==> src/rtl/alu_pkg.sv <==
// ============================================================================
// Module      : alu_pkg
// Description : Shared widths, ALU operation encodings and stage types.
// Revision    : 1.0
// ============================================================================
`default_nettype none

package alu_pkg;

  localparam int REG_ADDR_W = 5;
  localparam int DATA_W     = 32;
  localparam int NUM_REGS   = 32;
  localparam int CTRL_W     = 4;

  localparam logic [CTRL_W-1:0] ALU_AND = 4'b0000;
  localparam logic [CTRL_W-1:0] ALU_OR  = 4'b0001;
  localparam logic [CTRL_W-1:0] ALU_ADD = 4'b0010;
  localparam logic [CTRL_W-1:0] ALU_SUB = 4'b0110;
  localparam logic [CTRL_W-1:0] ALU_SLT = 4'b0111;
  localparam logic [CTRL_W-1:0] ALU_NOR = 4'b1100;

  typedef enum logic [0:0] {
    SLOT_EMPTY = 1'b0,
    SLOT_FULL  = 1'b1
  } slot_state_t;

endpackage

`default_nettype wire

==> src/rtl/reg_file_2r1w.sv <==
// ============================================================================
// Module      : reg_file_2r1w
// Description : 32x32 register file, two combinational reads with same-cycle
//               write bypass, one synchronous write, hardwired zero register.
// Revision    : 1.0
// ============================================================================
`default_nettype none

module reg_file_2r1w
  import alu_pkg::*;
#(
  parameter int ZERO_REG = 0
) (
  input  logic                  clk,
  input  logic                  rst_n,
  input  logic [REG_ADDR_W-1:0] rd_addr_a,
  output logic [DATA_W-1:0]     rd_data_a,
  input  logic [REG_ADDR_W-1:0] rd_addr_b,
  output logic [DATA_W-1:0]     rd_data_b,
  input  logic                  wr_en,
  input  logic [REG_ADDR_W-1:0] wr_addr,
  input  logic [DATA_W-1:0]     wr_data
);

  localparam logic [REG_ADDR_W-1:0] ZERO_IDX = REG_ADDR_W'(ZERO_REG);

  logic [DATA_W-1:0]     mem [NUM_REGS];
  logic [REG_ADDR_W-1:0] rd_addr [2];
  logic [DATA_W-1:0]     rd_data [2];

  assign rd_addr[0] = rd_addr_a;
  assign rd_addr[1] = rd_addr_b;
  assign rd_data_a  = rd_data[0];
  assign rd_data_b  = rd_data[1];

  always_ff @(posedge clk or negedge rst_n) begin
    if (!rst_n) begin
      for (int i = 0; i < NUM_REGS; i++) begin
        mem[i] <= '0;
      end
    end else if (wr_en && (wr_addr != ZERO_IDX)) begin
      mem[wr_addr] <= wr_data;
    end
  end

  // Zero-register check comes first, so a write aimed at it never bypasses.
  for (genvar p = 0; p < 2; p++) begin : g_rd_port
    assign rd_data[p] = (rd_addr[p] == ZERO_IDX)                ? '0      :
                        (wr_en && (wr_addr == rd_addr[p]))      ? wr_data :
                                                                  mem[rd_addr[p]];
  end

endmodule

`default_nettype wire

==> src/rtl/alu_operand_stage.sv <==
// ============================================================================
// Module      : alu_operand_stage
// Description : Operand fetch/issue stage feeding the ALU through a one-entry
//               registered output slot with valid/ready handshake.
// Revision    : 1.0
// ============================================================================
`default_nettype none

module alu_operand_stage
  import alu_pkg::*;
#(
  parameter int ZERO_REG = 0
) (
  input  logic                  clk,
  input  logic                  rst_n,
  input  logic                  in_valid,
  output logic                  in_ready,
  input  logic [REG_ADDR_W-1:0] rs_addr,
  input  logic [REG_ADDR_W-1:0] rt_addr,
  input  logic [CTRL_W-1:0]     ctrl_in,
  input  logic                  imm_en,
  input  logic [DATA_W-1:0]     imm,
  input  logic                  wr_en,
  input  logic [REG_ADDR_W-1:0] wr_addr,
  input  logic [DATA_W-1:0]     wr_data,
  output logic                  out_valid,
  input  logic                  out_ready,
  output logic [DATA_W-1:0]     src1,
  output logic [DATA_W-1:0]     src2,
  output logic [CTRL_W-1:0]     ALU_control
);

  slot_state_t       state;
  logic [DATA_W-1:0] rs_data;
  logic [DATA_W-1:0] rt_data;
  logic              accept;

  reg_file_2r1w #(
    .ZERO_REG (ZERO_REG)
  ) u_regs (
    .clk       (clk),
    .rst_n     (rst_n),
    .rd_addr_a (rs_addr),
    .rd_data_a (rs_data),
    .rd_addr_b (rt_addr),
    .rd_data_b (rt_data),
    .wr_en     (wr_en),
    .wr_addr   (wr_addr),
    .wr_data   (wr_data)
  );

  assign out_valid = (state == SLOT_FULL);
  assign in_ready  = (state == SLOT_EMPTY) || out_ready;
  assign accept    = in_valid && in_ready;

  // Operands are captured on accept only, so a held op is an immutable snapshot.
  always_ff @(posedge clk or negedge rst_n) begin
    if (!rst_n) begin
      state       <= SLOT_EMPTY;
      src1        <= '0;
      src2        <= '0;
      ALU_control <= '0;
    end else begin
      case (state)
        SLOT_EMPTY: if (accept) state <= SLOT_FULL;
        SLOT_FULL:  if (!accept && out_ready) state <= SLOT_EMPTY;
        default:    state <= SLOT_EMPTY;
      endcase
      if (accept) begin
        src1        <= rs_data;
        src2        <= imm_en ? imm : rt_data;
        ALU_control <= ctrl_in;
      end
    end
  end

endmodule

`default_nettype wire

==> config.mk <==
export PLATFORM = sky130hd
export DESIGN_NAME = alu_operand_stage
export DESIGN_NICKNAME = d
export VERILOG_FILES = /design/src/rtl/alu_pkg.sv /design/src/rtl/reg_file_2r1w.sv /design/src/rtl/alu_operand_stage.sv
export SDC_FILE = /design/constraint.sdc
export NUM_CORES = 2
export LEC_CHECK = 0
export BUFFER_PORTS_ARGS = -buffer_cell sky130_fd_sc_hd__clkbuf_2
export CAP_MARGIN = 20
export CORE_AREA = 2 2 228 398
export DETAILED_ROUTE_END_ITERATION = 8
export DIE_AREA = 0 0 230 400
export PLACE_DENSITY = 0.82
export SKIP_CTS_REPAIR_TIMING = 1
export SLEW_MARGIN = 10
export SYNTH_ARGS = -nofsm -noshare
export SYNTH_HDL_FRONTEND = slang
export SYNTH_SLANG_ARGS = --single-unit
==> constraint.sdc <==
create_clock -name clk -period 2.87 [get_ports clk]
set_input_delay 0.4305 -clock clk [delete_from_list [all_inputs] [get_ports clk]]
set_output_delay 0.4305 -clock clk [all_outputs]
set_load 0.02 [all_outputs]
# Yosys cells after proc, flatten, opt, wreduce, memory -nomap -nowiden
# Cells that the tools add are included.
# op_classes
addsub,0
multipliers,0
div,0
n_lt_le_gt_ge,4
n_eq_ne,2
n_shift,0
muxes,17
bitwise_logic,4
n_reduce_logical,11
# op_table
cell,n
bitwise mux 1024 bit,1
binary-select mux 32 bit (select 5 bit),2
2-to-1 mux 32 bit,10
demux 32 bit (select 5 bit),1
greater-or-equal comparator 6 bit (second input constant),3
NOT 5 -> 6 bit,3
equality test 5 bit,2
logical NOT 5 bit,2
logical AND 1 bit,6
less-than comparator 6 x 1 -> 1 bit (second input constant),1
nonzero test 5 bit,1
2-to-1 mux 1 bit,2
one-hot mux 1 bit (2 select lines),1
logical NOT 1 bit,1
logical OR 1 bit,1
NOT 1 bit,1
# totals
reg_bits,1093
latchBits,0
mem_bits_rw,0
rom_bits,0
input_bits,89
output_inout_bits,70
word_cells,74
mem_count,0

# Longest topological paths before layout
# depth
depth_word,7
mapped_depth,9
mapped_depth_nobuf,5

# Hierarchy
# Synthesis repeated with hierarchy kept, for this count alone.
# unflattened
hier_cells,3898
area_unflattened_um2,57636.5
# by_module_without_submodules
module,n_inst,cells_per_inst,area_per_inst_um2,seq_area_each_um2
reg_file_2r1w,1,3673,54544.8,25624.6
alu_operand_stage,1,225,3091.7,1726.7

# Worst setup path after synthesis
# Ideal clock, no wire load.
# synth_timing
path_kind,input to register
startpoint,input rs_addr[2]
endpoint,register src1[0]
setup_time_ns,0.126
arrival_ns,2.303
required_ns,2.744
path_slack_ns,0.441
path_stages,8
n_path_buf,3
cell_sequence,buf_2 buf_2 buf_1 mux4_2 mux4_2 inv_1 o22ai_1 a221o_1
# synth_between
elab_chain_len,6
elab_cells_between_ends,9
cone_classes,eq/ne: 1; mux: 5; bitwise: 1; reduce/logical: 2
# synth_lines
element,line,rtl
from (decl),alu_operand_stage.sv:18,"input logic [REG_ADDR_W-1:0] rs_addr,"
NOT 5 -> 6 bit (not written as such),reg_file_2r1w.sv:50,mem[rd_addr[p]];
binary-select mux 32 bit (select 5 bit),reg_file_2r1w.sv:50,
2-to-1 mux 32 bit (not written as such) (2 in a row),reg_file_2r1w.sv:50,
2-to-1 mux 32 bit,reg_file_2r1w.sv:49,(wr_en && (wr_addr == rd_addr[p])) ? wr_data :
2-to-1 mux 32 bit (*),reg_file_2r1w.sv:48,assign rd_data[p] = (rd_addr[p] == ZERO_IDX) ? '0 :
to (signal assigned),alu_operand_stage.sv:70,src1 <= rs_data;
to (decl),alu_operand_stage.sv:28,"output logic [DATA_W-1:0] src1,"
# Every way passes the cells marked *; elsewhere a longest branch is shown, timed or not. The select of a mux whose other input is x is not followed.
# A chain may end at the register's enable or synchronous reset.

# Worst setup path after layout
# layout_timing
startpoint,"register state, in the netlist out_valid"
endpoint,register src2[30]
# layout_between
elab_chain_len,3
# layout_lines
element,line,rtl
from (decl),alu_operand_stage.sv:33,slot_state_t state;
from (signal assigned),alu_operand_stage.sv:59,state <= SLOT_EMPTY;
from (signal assigned),alu_operand_stage.sv:65,SLOT_EMPTY: if (accept) state <= SLOT_FULL;
from (signal assigned),alu_operand_stage.sv:66,SLOT_FULL: if (!accept && out_ready) state <= SLOT_EMPTY;
NOT 1 bit,alu_operand_stage.sv:53,assign in_ready = (state == SLOT_EMPTY) || out_ready;
logical OR 1 bit,alu_operand_stage.sv:53,
logical AND 1 bit,alu_operand_stage.sv:54,assign accept = in_valid && in_ready;
to (signal assigned),alu_operand_stage.sv:71,src2 <= imm_en ? imm : rt_data;
to (decl),alu_operand_stage.sv:29,"output logic [DATA_W-1:0] src2,"
# Every way passes these cells.

==> impl_metrics.ini <==
[floorplan]
boundaryPins = 159
die_w_um = 230
fp.dieH_um = 400
core_area_um2 = 88900
die-area_um2 = 92000
start_util = 0.644
rows = 145

[clock_network]
clkSinkCount = 1093
cts.root.buffer_cell = clkbuf_16
insertion_delay_ps = 710
clockBufferDepth = 3
cts_made_buffers = 97
htreeDepth = 3
path_clk_slew_ps = 60
cts_tree = done

[sta]
fin_worst_skew_ps = 24.1
period_share = 0.738
fmax_mhz = 472
rsz0062_at_grt = false
fin_ws_ps = 753
finalHoldViolCount = 0
max_slew_margin = 0.357
setup_viol = 0
slew_violations = 0
worst_slew_pin_slew_ps = 962
tns_ps = 0
period_needed_ps = 2120

[routing]
drt_iter0_drc = 3757
drtAntennaViolNets = 0
wire_per_inst_um = 34.4
wirelength_um = 177000
vias = 38800
vias_per_cell = 7.55
drc = 0
dr.pass1.iters = 6

[grt]
grt_pass1_wl_um = 262000
overflow = 0
track_usage = 0.390
grt_max_degree = 94
antenna_found_initial = 4
first_global_vias = 40600

[placement]
place.gp.congestion = 0.851
dp_hpwl_um = 108000
io_buffers = 158
pre_cts_slack_ps = 173

[synthesis]
synth.most_common_cell = dfrtp_1
avgSynthCellArea_um2 = 14.9
synthTopCellsByCount = dfrtp_1, mux2_2, mux4_2, clkbuf_1, mux2i_1
synthesis.area_um2 = 57200
syn_nets = 3923
netlist-cell-type-count = 39
yosys_warnings = 0
yosys.area.top_type = dfrtp_1
synth_seq_cells = 1093
synth_area_leaders = dfrtp_1, mux2_2, mux4_2
yosys_most_used_dff = dfrtp_1
yosysSeqAreaShare = 0.478
synth-edff-count = 0
synth.top_cell.area_share = 0.478
synth_async_sr_flop_share = 1.00
synth_cells = 3834

[min_path]
min-delay-start = in_valid
whs_path_depth = 2
min_to = out_valid
hold_class = input pin to flip-flop

[power_and_ir_drop]
p_seq_frac = 0.470
switching_share = 0.279
p_sw_uw = 12300
power_frac_clock = 0.320
pwr-share-comb = 0.210
power_leakage_uw = 0.0281
p_int_uw = 31900
ir_drop_mv = 0.552
cellPowerDensity_nw_per_um2 = 688

[final_layout]
final_util = 0.722
multiInputGateArea_um2 = 27900
drive_gt1_frac = 0.501
area.sequential_um2 = 27400
area_growth_pct = 12.2
nFillCells = 5608
nets = 3971

[setup_path]
cp.required_ps = 3450
worstPathArrival_ps = 2700
rrSetupSlack_ps = 750
r2r-start = out_valid
crit_path_end_kind = flip-flop
path_delay_family = compound AO/OA/AOI/OAI gates
worstSetupPathType = flip-flop to flip-flop
critPathLaunchType = flip-flop
worstPathMaxFanout = 25
cp_cell_sequence = nand2b_1 > nand2_4 > buf_4 > a221o_1 > o32a_1
worst_r2r_path_depth = 5
rr_endpoint = src2[30]
slowest_delay_ps = 420
path_buf_inv = 1
slowest_stage = a221o_1

[outcome]
status = finished, final reports clean

[job]
maxCapViolations = 0
-- state kept, by name, summed over array words and instances (netlist names) --
register	count
ALU_control	4
out_valid	1
src1	32
src2	32
u_regs.mem	1024
-- logic make-up (layout without fill, tap and decap cells) --
family	count (synthesis)	in the layout	synth area share
AO/OA/AOI/OAI	455	455	0.0604
XOR/XNOR	10	10	0.00153
buffers and inverters	505	629	0.0377
flip-flops	1093	1093	0.478
multiplexers	1696	1696	0.416
other	0	1	0
AND/OR/NAND/NOR	75	75	0.00625
-- cells in the final DEF (no fill, tap or decap), types with 5 or more instances in the layout --
| cell | Yosys | layout |
|---|---|---|
| nand2_1 | 31 | 15 |
| a22oi_1 | 64 | 64 |
| xnor2_1 | 10 | 10 |
| mux2_2 | 948 | 948 |
| clkbuf_16 | 0 | 99 |
| dfrtp_1 | 1093 | 1093 |
| clkbuf_8 | 0 | 20 |
| a221o_1 | 64 | 64 |
| buf_4 | 5 | 132 |
| nand2_4 | 0 | 6 |
| clkinvlp_4 | 0 | 7 |
| clkinv_1 | 61 | 61 |
| nand2_2 | 0 | 10 |
| nor2_4 | 0 | 16 |
| clkinv_2 | 0 | 16 |
| a21oi_1 | 65 | 65 |
| clkbuf_2 | 0 | 149 |
| inv_1 | 5 | 5 |
| dlygate4sd3_1 | 0 | 5 |
| bufinv_16 | 0 | 14 |
| o21ai_0 | 64 | 64 |
| mux2_1 | 44 | 44 |
| o32a_1 | 32 | 32 |
| a221oi_1 | 128 | 128 |
| mux4_2 | 448 | 448 |
| buf_12 | 0 | 95 |
| o22ai_1 | 32 | 32 |
| clkbuf_1 | 291 | 12 |
| mux2i_1 | 256 | 256 |
-- area by class of cell --
class                           instances  share of cell area
Multi-Input combinational cell       2236               0.435
Sequential cell                      1093               0.426
Timing Repair Buffer                  387              0.0587
Clock buffer                          131              0.0436
Tap cell                             1176              0.0229
Clock inverter                         44             0.00957
Inverter                               67             0.00396
Antenna cell                            1           0.0000390
-- power by group through the flow --
stage | combinational, uW | clock (uW) | sequential, uW
2_1_floorplan | 6670 | 0 | 20200
3_3_place_gp | 8850 | 0 | 20600
3_5_place_dp | 9170 | 0 | 20900
4_1_cts | 9260 | 14200 | 20600
5_1_grt | 9860 | 14800 | 21000
6_report | 9270 | 14100 | 20800
-- metal layers --
metal,part of all wire,track usage
met2,0.48,0.628
met5,0.00014,0
met4,0.089,0.292
met3,0.099,0.0916
met1,0.33,0.460
-- metrics by stage --
step                power, uW  hold slack [ps]  instances  area (um2)
finish                  44200             30.9       5135       64200
detailed placement      30000              383       4954       60700
global route            45700             33.8       5134       64200
global placement        29500              376       4954       60700
floorplan               26900              135       3834       57200
CTS                     44100             -344       5129       64100
-- how the worst max path moves through the flow --
| stage | startpoint | to | slack, ps | cells after the start |
|---|---|---|---|---|
| final | out_valid | src2[30] | 750 | 5 |
| after global routing | out_valid | src2[30] | 740 | 5 |
| after CTS | out_valid | src2[30] | 790 | 5 |
| after detailed placement | rs_addr[0] | src1[5] | 170 | 8 |
| after global placement | rt_addr[4] | src2[7] | 200 | 8 |
| after floorplan | rs_addr[2] | src1[0] | 440 | 8 |
No activity file was read; power rests on OpenSTA's default activity.
